<file path="src/rtl/mem_access_unit_if.sv">
// rtl/mem_access_unit_if.sv - word-indexed data memory bus between the access unit and the memory
interface mem_access_unit_if;
    logic [31:0] dm_address;
    logic [31:0] dm_write_data;
    logic        dm_mem_read;
    logic        dm_mem_write;
    logic [31:0] dm_read_data;

    modport master (
        output dm_address, dm_write_data, dm_mem_read, dm_mem_write,
        input  dm_read_data
    );

    modport slave (
        input  dm_address, dm_write_data, dm_mem_read, dm_mem_write,
        output dm_read_data
    );
endinterface

</file>
<file path="src/rtl/mem_access_unit.sv">
// rtl/mem_access_unit.sv - byte/half/word load-store unit with RMW sub-word stores; ALIGN_CHECK_EN drops misaligned requests
module mem_access_unit #(
    parameter int DEPTH_WORDS = 100,
    parameter int BIG_ENDIAN  = 1
) (
    input  logic                clk,
    input  logic                reset,
    input  logic                mem_read_i,
    input  logic                mem_write_i,
    input  logic [1:0]          size_i,
    input  logic                unsigned_i,
    input  logic [31:0]         addr_i,
    input  logic [31:0]         wdata_i,
    output logic                busy_o,
    output logic [31:0]         load_data_o,
    output logic                load_valid_o,
    output logic                misalign_o,
    output logic                addr_err_o,
    mem_access_unit_if.master   dm
);

    typedef enum logic [2:0] {IDLE, LOAD, WRITE, RMW_RD, RMW_WR} state_t;

    localparam logic [29:0] DepthW = 30'(DEPTH_WORDS);
    localparam bit          BigEnd = (BIG_ENDIAN != 0);

    state_t      state_q, state_d;
    logic        ld_wait_q, ld_wait_d;
    logic [1:0]  off_q, off_d;
    logic [1:0]  size_q, size_d;
    logic        uns_q, uns_d;
    logic [31:0] wdata_q, wdata_d;
    logic        busy_q, busy_d;
    logic [31:0] load_data_q, load_data_d;
    logic        load_valid_q, load_valid_d;
    logic        misalign_q, misalign_d;
    logic        addr_err_q, addr_err_d;
    logic [31:0] dm_addr_q, dm_addr_d;
    logic [31:0] dm_wdata_q, dm_wdata_d;
    logic        dm_rd_q, dm_rd_d;
    logic        dm_wr_q, dm_wr_d;

    logic        reject_mis;
    logic        range_err;
    logic [1:0]  req_off;
    logic [1:0]  lane;
    logic [4:0]  sh;
    logic [31:0] rd_shifted;
    logic [31:0] lane_mask;
    logic [31:0] merged;
    logic [31:0] extended;

    // Requests are forced to natural alignment; with the check enabled a
    // misaligned request is rejected before this offset is ever used.
    always_comb begin
        req_off = 2'b00;
        case (size_i)
            2'b00:   req_off = addr_i[1:0];
            2'b01:   req_off = {addr_i[1], 1'b0};
            default: req_off = 2'b00;
        endcase
    end

`ifdef ALIGN_CHECK_EN
    always_comb begin
        reject_mis = 1'b0;
        case (size_i)
            2'b00:   reject_mis = 1'b0;
            2'b01:   reject_mis = addr_i[0];
            default: reject_mis = (addr_i[1:0] != 2'b00);
        endcase
    end
`else
    assign reject_mis = 1'b0;
`endif

    assign range_err = (addr_i[31:2] >= DepthW);

    // Lane index counts from bit 0; big-endian mirrors the byte offset.
    always_comb begin
        lane = 2'b00;
        case (size_q)
            2'b00:   lane = BigEnd ? ~off_q : off_q;
            2'b01:   lane = BigEnd ? {~off_q[1], 1'b0} : {off_q[1], 1'b0};
            default: lane = 2'b00;
        endcase
    end

    assign sh         = {lane, 3'b000};
    assign rd_shifted = dm.dm_read_data >> sh;

    always_comb begin
        lane_mask = 32'hFFFF_FFFF;
        extended  = dm.dm_read_data;
        case (size_q)
            2'b00: begin
                lane_mask = 32'h0000_00FF << sh;
                extended  = {{24{~uns_q & rd_shifted[7]}}, rd_shifted[7:0]};
            end
            2'b01: begin
                lane_mask = 32'h0000_FFFF << sh;
                extended  = {{16{~uns_q & rd_shifted[15]}}, rd_shifted[15:0]};
            end
            default: begin
                lane_mask = 32'hFFFF_FFFF;
                extended  = dm.dm_read_data;
            end
        endcase
    end

    assign merged = (dm.dm_read_data & ~lane_mask) | ((wdata_q << sh) & lane_mask);

    always_comb begin
        state_d      = state_q;
        ld_wait_d    = ld_wait_q;
        off_d        = off_q;
        size_d       = size_q;
        uns_d        = uns_q;
        wdata_d      = wdata_q;
        busy_d       = busy_q;
        load_data_d  = load_data_q;
        load_valid_d = 1'b0;
        misalign_d   = 1'b0;
        addr_err_d   = 1'b0;
        dm_addr_d    = dm_addr_q;
        dm_wdata_d   = dm_wdata_q;
        dm_rd_d      = dm_rd_q;
        dm_wr_d      = dm_wr_q;

        case (state_q)
            IDLE: begin
                busy_d  = 1'b0;
                dm_rd_d = 1'b0;
                dm_wr_d = 1'b0;
                if (mem_read_i || mem_write_i) begin
                    if (reject_mis) begin
                        misalign_d = 1'b1;
                    end else if (range_err) begin
                        addr_err_d = 1'b1;
                    end else begin
                        off_d     = req_off;
                        size_d    = size_i;
                        uns_d     = unsigned_i;
                        wdata_d   = wdata_i;
                        dm_addr_d = {2'b00, addr_i[31:2]};
                        busy_d    = 1'b1;
                        if (mem_write_i) begin
                            if (size_i[1]) begin
                                state_d    = WRITE;
                                dm_wr_d    = 1'b1;
                                dm_wdata_d = wdata_i;
                            end else begin
                                state_d = RMW_RD;
                                dm_rd_d = 1'b1;
                            end
                        end else begin
                            state_d   = LOAD;
                            dm_rd_d   = 1'b1;
                            ld_wait_d = 1'b1;
                        end
                    end
                end
            end
            // LOAD spans two cycles so the result is registered on the
            // second edge after the request was sampled.
            LOAD: begin
                if (ld_wait_q) begin
                    ld_wait_d = 1'b0;
                end else begin
                    load_data_d  = extended;
                    load_valid_d = 1'b1;
                    state_d      = IDLE;
                    busy_d       = 1'b0;
                    dm_rd_d      = 1'b0;
                end
            end
            WRITE: begin
                state_d = IDLE;
                busy_d  = 1'b0;
                dm_wr_d = 1'b0;
            end
            RMW_RD: begin
                dm_wdata_d = merged;
                dm_rd_d    = 1'b0;
                dm_wr_d    = 1'b1;
                state_d    = RMW_WR;
            end
            RMW_WR: begin
                state_d = IDLE;
                busy_d  = 1'b0;
                dm_wr_d = 1'b0;
            end
            default: begin
                state_d = IDLE;
                busy_d  = 1'b0;
                dm_rd_d = 1'b0;
                dm_wr_d = 1'b0;
            end
        endcase
    end

    always_ff @(posedge clk or posedge reset) begin
        if (reset) begin
            state_q      <= IDLE;
            ld_wait_q    <= 1'b0;
            off_q        <= 2'b00;
            size_q       <= 2'b00;
            uns_q        <= 1'b0;
            wdata_q      <= 32'h0;
            busy_q       <= 1'b0;
            load_data_q  <= 32'h0;
            load_valid_q <= 1'b0;
            misalign_q   <= 1'b0;
            addr_err_q   <= 1'b0;
            dm_addr_q    <= 32'h0;
            dm_wdata_q   <= 32'h0;
            dm_rd_q      <= 1'b0;
            dm_wr_q      <= 1'b0;
        end else begin
            state_q      <= state_d;
            ld_wait_q    <= ld_wait_d;
            off_q        <= off_d;
            size_q       <= size_d;
            uns_q        <= uns_d;
            wdata_q      <= wdata_d;
            busy_q       <= busy_d;
            load_data_q  <= load_data_d;
            load_valid_q <= load_valid_d;
            misalign_q   <= misalign_d;
            addr_err_q   <= addr_err_d;
            dm_addr_q    <= dm_addr_d;
            dm_wdata_q   <= dm_wdata_d;
            dm_rd_q      <= dm_rd_d;
            dm_wr_q      <= dm_wr_d;
        end
    end

    assign busy_o           = busy_q;
    assign load_data_o      = load_data_q;
    assign load_valid_o     = load_valid_q;
    assign misalign_o       = misalign_q;
    assign addr_err_o       = addr_err_q;
    assign dm.dm_address    = dm_addr_q;
    assign dm.dm_write_data = dm_wdata_q;
    assign dm.dm_mem_read   = dm_rd_q;
    assign dm.dm_mem_write  = dm_wr_q;

endmodule
</file>
<file path="src/flat_wrapper.sv">
// flat-port wrapper written by rule: the top's interface ports become plain ports
module mem_access_unit_flat 
#(
    parameter int DEPTH_WORDS = 100,
    parameter int BIG_ENDIAN  = 1
)
  (clk, reset, mem_read_i, mem_write_i, size_i, unsigned_i, addr_i, wdata_i, busy_o, load_data_o, load_valid_o, misalign_o, addr_err_o, dm_dm_address, dm_dm_write_data, dm_dm_mem_read, dm_dm_mem_write, dm_dm_read_data);
  mem_access_unit_if dm_i ();
  input  logic clk;
  input  logic reset;
  input  logic mem_read_i;
  input  logic mem_write_i;
  input  logic [1:0] size_i;
  input  logic unsigned_i;
  input  logic [31:0] addr_i;
  input  logic [31:0] wdata_i;
  output logic busy_o;
  output logic [31:0] load_data_o;
  output logic load_valid_o;
  output logic misalign_o;
  output logic addr_err_o;
  output wire logic [$bits(dm_i.dm_address)-1:0] dm_dm_address;
  output wire logic [$bits(dm_i.dm_write_data)-1:0] dm_dm_write_data;
  output wire logic [$bits(dm_i.dm_mem_read)-1:0] dm_dm_mem_read;
  output wire logic [$bits(dm_i.dm_mem_write)-1:0] dm_dm_mem_write;
  input wire logic [$bits(dm_i.dm_read_data)-1:0] dm_dm_read_data;
  assign dm_dm_address = dm_i.dm_address;
  assign dm_dm_write_data = dm_i.dm_write_data;
  assign dm_dm_mem_read = dm_i.dm_mem_read;
  assign dm_dm_mem_write = dm_i.dm_mem_write;
  assign dm_i.dm_read_data = dm_dm_read_data;
  mem_access_unit #(.DEPTH_WORDS(DEPTH_WORDS), .BIG_ENDIAN(BIG_ENDIAN)) u_core (.clk(clk), .reset(reset), .mem_read_i(mem_read_i), .mem_write_i(mem_write_i), .size_i(size_i), .unsigned_i(unsigned_i), .addr_i(addr_i), .wdata_i(wdata_i), .busy_o(busy_o), .load_data_o(load_data_o), .load_valid_o(load_valid_o), .misalign_o(misalign_o), .addr_err_o(addr_err_o), .dm(dm_i));
endmodule
</file>
<file path="config.mk">
export PLATFORM = sky130hd
export DESIGN_NAME = mem_access_unit_flat
export DESIGN_NICKNAME = d
export VERILOG_FILES = /design/src/rtl/mem_access_unit_if.sv /design/src/rtl/mem_access_unit.sv /design/src/flat_wrapper.sv
export SDC_FILE = /design/constraint.sdc
export NUM_CORES = 1
export LEC_CHECK = 0
export CAP_MARGIN = 20
export CORE_ASPECT_RATIO = 1.4
export CORE_MARGIN = 4
export CORE_UTILIZATION = 25
export DETAILED_ROUTE_END_ITERATION = 8
export SLEW_MARGIN = 20
export SYNTH_ARGS = -nofsm -noshare
export SYNTH_HDL_FRONTEND = slang
export SYNTH_SLANG_ARGS = --single-unit
</file>
<file path="constraint.sdc">
create_clock -name clk -period 5.2 [get_ports clk]
set_clock_uncertainty 0.1 [all_clocks]
set_input_delay 1.04 -clock clk [delete_from_list [all_inputs] [get_ports clk]]
set_output_delay 1.04 -clock clk [all_outputs]
set_load 0.1 [all_outputs]
</file>
==> impl_metrics.py, run 1 <==
metrics = {
    "timing": {
        "finalCritPeriodShare": 0.598,
        "fin_hold_ws_ps": 383,
        "rsz0062_at_grt": "false",
        "setup_viol": 0,
        "fmax_mhz": 321,
        "finalHoldViolCount": 0,
        "drv_slew": 0,
        "slew_headroom": 0.283,
        "worstMarginPinSlew_ps": 1070,
        "tns_ps": 0,
        "period_needed_ps": 3110,
    },
    "drt": {
        "dr.pass1.iters": 7,
        "ant_nets": 0,
        "viasPerCell": 4.71,
        "first_iter_violations": 428,
        "drc": 0,
        "routed_wl_um": 23200,
        "wl_per_cell_um": 19.4,
        "vias": 5639,
    },
    "layout": {
        "final_area_um2": 9700,
        "final_cells": 1197,
        "nFillCells": 2735,
        "drive_above_1_share": 0.113,
        "nNetsFinal": 921,
        "area_growth_pct": 43.4,
    },
    "floorplan": {
        "die_area_um2": 29800,
        "die_w_um": 147,
        "die_y_um": 203,
        "io_pins": 205,
        "core-area_um2": 26700,
        "start_util": 0.253,
        "row_count": 71,
    },
    "global_route": {
        "gr-usage-all-layers": 0.156,
        "antenna_found_initial": 6,
        "overflow": 0,
        "grt_pass1_wl_um": 35900,
        "grt_pass1_vias": 5809,
        "grt_max_degree": 91,
    },
    "clock_network": {
        "cts_buffer_depth": 2,
        "cts_tree": "done",
        "cts-buffers-inserted": 17,
        "cts_resized": 0,
        "htreeDepth": 4,
        "clk_pin_slew_worst_paths_ps": 60,
        "cts.sinks": 140,
        "postCtsHoldBufs": 0,
        "clk_latency_ps": 420,
        "post_cts_buffers": 0,
        "clock_tree.root_cell": "clkbuf_16",
    },
    "synth": {
        "synthCells": 633,
        "synthArstFlopShare": 1.00,
        "synth-edff-count": 0,
        "synth_ff_type": "dfrtp_1",
        "synth_cell_types": 47,
        "yosysWarnings": 0,
        "synth-seq-cells": 140,
        "synthesis.area_um2": 6770,
        "seq_area_frac_synth": 0.518,
        "synth_area_per_cell_um2": 10.7,
    },
    "worst_setup_path": {
        "startpoint_type": "flop",
        "worst_setup_path_end_kind": "output port",
        "max_stage_delay_ps": 1200,
        "cp_data_arrival_time_ps": 1970,
        "crit_fanout": 2,
        "cp_num_buf_inv": 1,
        "path_cells": "clkdlybuf4s50_1",
        "cp_slowest_cell": "clkdlybuf4s50_1",
        "cp_top_family": "buffers and inverters",
        "path_class": "reg -> out",
        "required_ps": 4060,
    },
    "power": {
        "cellLeakagePower_nw": 4.28,
        "cellPowerDensity_nw_per_um2": 277,
        "vdd_drop_max_mv": 0.210,
    },
    "placed_design": {
        "post_dp_cell_area_um2": 9090,
        "io_buffers": 201,
        "dpl.cell_count": 1164,
        "place.gp.congestion": 0.888,
        "hpwl_um": 17300,
    },
    "flow_run": {
        "maxCapViolations": 0,
    },
    "status": {
        "status": "completed",
    },
    "min_path": {
        "hp-class": "reg -> reg",
    },
}
==> per-stage QoR <==
step	total power [mW]	setup slack (ps)	util
6_report	2.69	2090	0.363
5_1_grt	2.78	1940	0.363
4_1_cts	2.72	2050	0.363
3_5_place_dp	1.44	1640	0.340
3_3_place_gp	1.44	1640	0.340
2_1_floorplan	1.29	307	-
==> registers in the layout (all words and copies together) (netlist names), 2 cells and up <==
name                     flops
u_core.state_q               3
u_core.size_q                2
u_core.dm.dm_write_data     32
u_core.off_q                 2
u_core.wdata_q              32
u_core.dm.dm_address        30
u_core.load_data_o          32
==> power breakdown <==
part | switching [mW] | total [mW] | leakage (nW) | internal, mW
registers | 0.00718 | 1.11 | 1.86 | 1.10
logic | 0.197 | 0.312 | 2.12 | 0.115
clock network | 0.497 | 1.27 | 0.300 | 0.768
total | 0.701 | 2.69 | 4.28 | 1.99
==> cell usage after synthesis (3+ instances only) <==
master / n / area share
dfrtp_1: 140 / 0.52
nand2_1: 86 / 0.048
o21ai_0: 48 / 0.036
mux2_2: 47 / 0.078
mux2_1: 40 / 0.067
nand3_1: 36 / 0.027
nor2_1: 27 / 0.015
clkbuf_1: 24 / 0.013
nor2b_1: 23 / 0.021
mux2i_1: 18 / 0.027
o22ai_1: 15 / 0.014
buf_2: 12 / 0.0089
a21oi_1: 11 / 0.0081
o31ai_1: 9 / 0.010
a22o_1: 8 / 0.010
o22a_1: 8 / 0.010
a222oi_1: 7 / 0.010
a32oi_1: 7 / 0.0091
inv_1: 7 / 0.0039
nand2b_1: 6 / 0.0055
nor4_1: 6 / 0.0055
a22oi_1: 5 / 0.0055
buf_4: 4 / 0.0044
buf_6: 4 / 0.0067
nor3_1: 4 / 0.0030
a32o_1: 3 / 0.0044
==> kinds of logic (layout without fill, tap and decap cells) <==
group / Yosys count / after routing / synth area share
AOI/OAI and AO/OA: 133 / 133 / 0.133
buffers and inverters: 55 / 250 / 0.0394
DFF: 140 / 140 / 0.518
muxes: 105 / 105 / 0.171
other: 1 / 5 / 0.000554
and+or+nand+nor: 199 / 199 / 0.138
==> path summary, 6_finish.rpt <==
check                                                         from                                 endpoint  slack, ps  cells past startpoint
min                                 u_core.wdata_q[26]$_DFFE_PP0P_           u_core.wdata_q[26]$_DFFE_PP0P_        380                      1
min in group asynchronous                                    reset     u_core.dm.dm_address[18]$_DFFE_PP0P_       1030                      2
min reg2reg                         u_core.wdata_q[26]$_DFFE_PP0P_           u_core.wdata_q[26]$_DFFE_PP0P_        380                      1
max in group asynchronous                                    reset       u_core.load_data_o[20]$_DFFE_PP0P_       2970                      3
max                        u_core.dm.dm_write_data[13]$_DFFE_PP0P_                     dm_dm_write_data[13]       2090                      1
max reg2reg                          u_core.state_q[0]$_DFFE_PP0P_  u_core.dm.dm_write_data[27]$_DFFE_PP0P_       2330                      5
==> cell type report <==
| class | instances | area, um2 | share of cell area |
|---|---|---|---|
| sequential | 140 | 3500 | 0.361 |
| tap | 365 | 457 | 0.0471 |
| clock inverter | 13 | 166 | 0.0172 |
| timing repair buffer | 209 | 2070 | 0.214 |
| clock buffer | 18 | 439 | 0.0453 |
| multi-input combinational | 440 | 3020 | 0.311 |
| antenna | 2 | 5.00 | 0.000516 |
| inverter | 10 | 42.5 | 0.00439 |
==> layer usage <==
| metal | GRT usage | vias up | share of wire |
|---|---|---|---|
| met2 | 0.263 | 171 | 0.50 |
| met3 | 0.0473 | 40 | 0.065 |
| met5 | 0 | - | 0.0026 |
| met4 | 0.0536 | 8 | 0.025 |
| met1 | 0.189 | 2772 | 0.41 |
| li1 | - | 2648 | - |
==> placed cells by master (no fill, tap or decap), drive strengths merged, types with 4 or more instances in the layout <==
master         Yosys  layout
nor2b             23      23
nand2b             6       6
nor4               7       7
mux2i             18      18
a32oi              7       7
dfrtp            140     140
buf               21       8
nand2             86      86
o22ai             15      15
o22a               8       8
nand3             36      36
a21oi             12      12
o21ai             49      49
o31ai              9       9
a22oi              5       5
clkbuf            24      18
mux2              87      87
nor2              27      27
a222oi             7       7
a22o               8       8
clkdlybuf4s50      0     201
inv                8      10
clkinv             2      10
nor3               4       4
(Power assumes the default switching activity.)
==> inputs of run 2 (changes only) <==
Clock period 5.2 ns to 2.95 ns, I/O delays scaled along.
==> impl_metrics.py, run 2 (synthesis results as in run 1) <==
metrics = {
    "status": {
        "status": "completed",
    },
    "power": {
        "cellPowerDensity_nw_per_um2": 490,
        "cellLeakagePower_nw": 4.54,
        "vdd_drop_max_mv": 0.317,
    },
    "clock_network": {
        "post_cts_buffers": 0,
        "htreeDepth": 4,
        "cts.sinks": 140,
        "cts_resized": 0,
        "cts_buffer_depth": 2,
        "clk_pin_slew_worst_paths_ps": 60,
        "cts-buffers-inserted": 17,
        "cts_tree": "done",
        "postCtsHoldBufs": 0,
        "clock_tree.root_cell": "clkbuf_16",
        "clk_latency_ps": 420,
    },
    "floorplan": {
        "die_y_um": 203,
        "die_area_um2": 29800,
        "io_pins": 205,
        "start_util": 0.253,
        "die_w_um": 147,
        "core-area_um2": 26700,
        "row_count": 71,
    },
    "layout": {
        "mostFrequentLayoutCell": "dfrtp_1",
        "final_cells": 1218,
        "layout_common_cells": "140 x dfrtp_1, 124 x buf_4, 102 x clkdlybuf4s50_1",
        "drive_above_1_share": 0.250,
        "area_growth_pct": 42.5,
        "fin_util": 0.361,
        "nNetsFinal": 941,
    },
    "placed_design": {
        "hpwl_um": 17700,
        "place.gp.congestion": 0.846,
        "dpl.cell_count": 1184,
        "io_buffers": 201,
    },
    "global_route": {
        "grt_max_degree": 67,
        "antenna_found_initial": 8,
        "grt_pass1_wl_um": 35700,
        "overflow": 0,
        "grt_pass1_vias": 5889,
        "gr-usage-all-layers": 0.155,
    },
    "worst_setup_path": {
        "cp_top_family": "compound AO/OA/AOI/OAI gates",
        "path_cells": "clkdlybuf4s50_1 -> o311ai_0 -> nand3_1 -> nor2_1 -> buf_4 -> o21ai_4 -> mux2_2",
        "cp_data_arrival_time_ps": 2820,
        "cp_slowest_cell": "o21ai_4",
        "worst_setup_path_end_kind": "flop",
        "crit_fanout": 32,
        "startpoint_type": "input pin",
        "cp_num_buf_inv": 2,
        "path_class": "in -> reg",
        "max_stage_delay_ps": 790,
        "required_ps": 3160,
    },
    "timing": {
        "fmax_mhz": 383,
        "period_needed_ps": 2610,
        "worstMarginPinSlew_ps": 1050,
        "drv_slew": 0,
        "finalHoldViolCount": 0,
        "finalCritPeriodShare": 0.885,
        "setup_viol": 0,
        "rsz0062_at_grt": "false",
        "slew_headroom": 0.297,
    },
    "drt": {
        "dr.pass1.iters": 6,
        "first_iter_violations": 461,
        "routed_wl_um": 23100,
        "vias": 5775,
        "wl_per_cell_um": 19.0,
        "ant_nets": 0,
        "drc": 0,
        "viasPerCell": 4.74,
    },
    "min_path": {
        "hp-class": "reg -> reg",
    },
    "flow_run": {
        "maxCapViolations": 0,
    },
}
-- run 2: changes by cell type in the layout (fill, tap and decap cells not counted), sizes merged --
| cell | delta |
|---|---|
| buf | +119 |
| clkdlybuf4s50 | -99 |
| clkinv | -5 |
| clkinvlp | +5 |
| clkbuf | +1 |
-- run 2: report_power, final --
part	switching [mW]	total (mW)	leakage, nW	internal [mW]
registers	0.0130	1.96	1.86	1.94
clock network	0.861	2.22	0.286	1.36
logic	0.350	0.551	2.39	0.201
-- run 2: path summary, 6_finish.rpt --
| check | from | end | slack [ps] | cells after the start |
|---|---|---|---|---|
| setup / recovery | addr_i[4] | u_core.dm.dm_write_data[29]$_DFFE_PP0P_ | 340 | 7 |
| hold / removal | u_core.load_data_o[1]$_DFFE_PP0P_ | u_core.load_data_o[1]$_DFFE_PP0P_ | 380 | 2 |
| setup reg to reg | u_core.state_q[2]$_DFFE_PP0P_ | u_core.dm.dm_write_data[29]$_DFFE_PP0P_ | 420 | 3 |
| hold reg to reg | u_core.load_data_o[1]$_DFFE_PP0P_ | u_core.load_data_o[1]$_DFFE_PP0P_ | 380 | 2 |
| max in group asynchronous | reset | u_core.load_data_o[3]$_DFFE_PP0P_ | 1880 | 3 |
| min in group asynchronous | reset | u_core.dm.dm_address[14]$_DFFE_PP0P_ | 520 | 3 |
-- run 2: layout make-up --
type	count	area, um2
inverters	10	41.3
fillers	2712	17100
multi-input cells	440	3020
clock buffers	19	443
diodes	2	5.00
flip-flops and latches	140	3500
well taps	365	457
repair buffers	229	2010
clock inverters	13	165
-- run 2: routing by layer --
layer	track usage	part of all wire	up-vias
li1	-	-	2688
met1	0.181	0.40	2848
met2	0.263	0.50	190
met3	0.0518	0.078	37
met4	0.0596	0.021	12
met5	0	0.0035	-
-- run 2: worst register-to-register path, stage by stage (launching register included) --
cell and delay, ps:
dfrtp_1 450, or3_1 540, o21ai_4 870, mux2_2 460
-- run 2: metrics by stage --
stage	worst slack [ps]	setup TNS [ps]	hold WS, ps	instance area, um2	power [mW]
6_report	341	0	383	9640	4.73
5_1_grt	170	0	405	9640	4.91
4_1_cts	309	0	385	9640	4.80
3_5_place_dp	-149	-5130	370	9030	2.55
3_3_place_gp	-69.7	-2470	361	9030	2.54
2_1_floorplan	511	0	348	6780	2.28
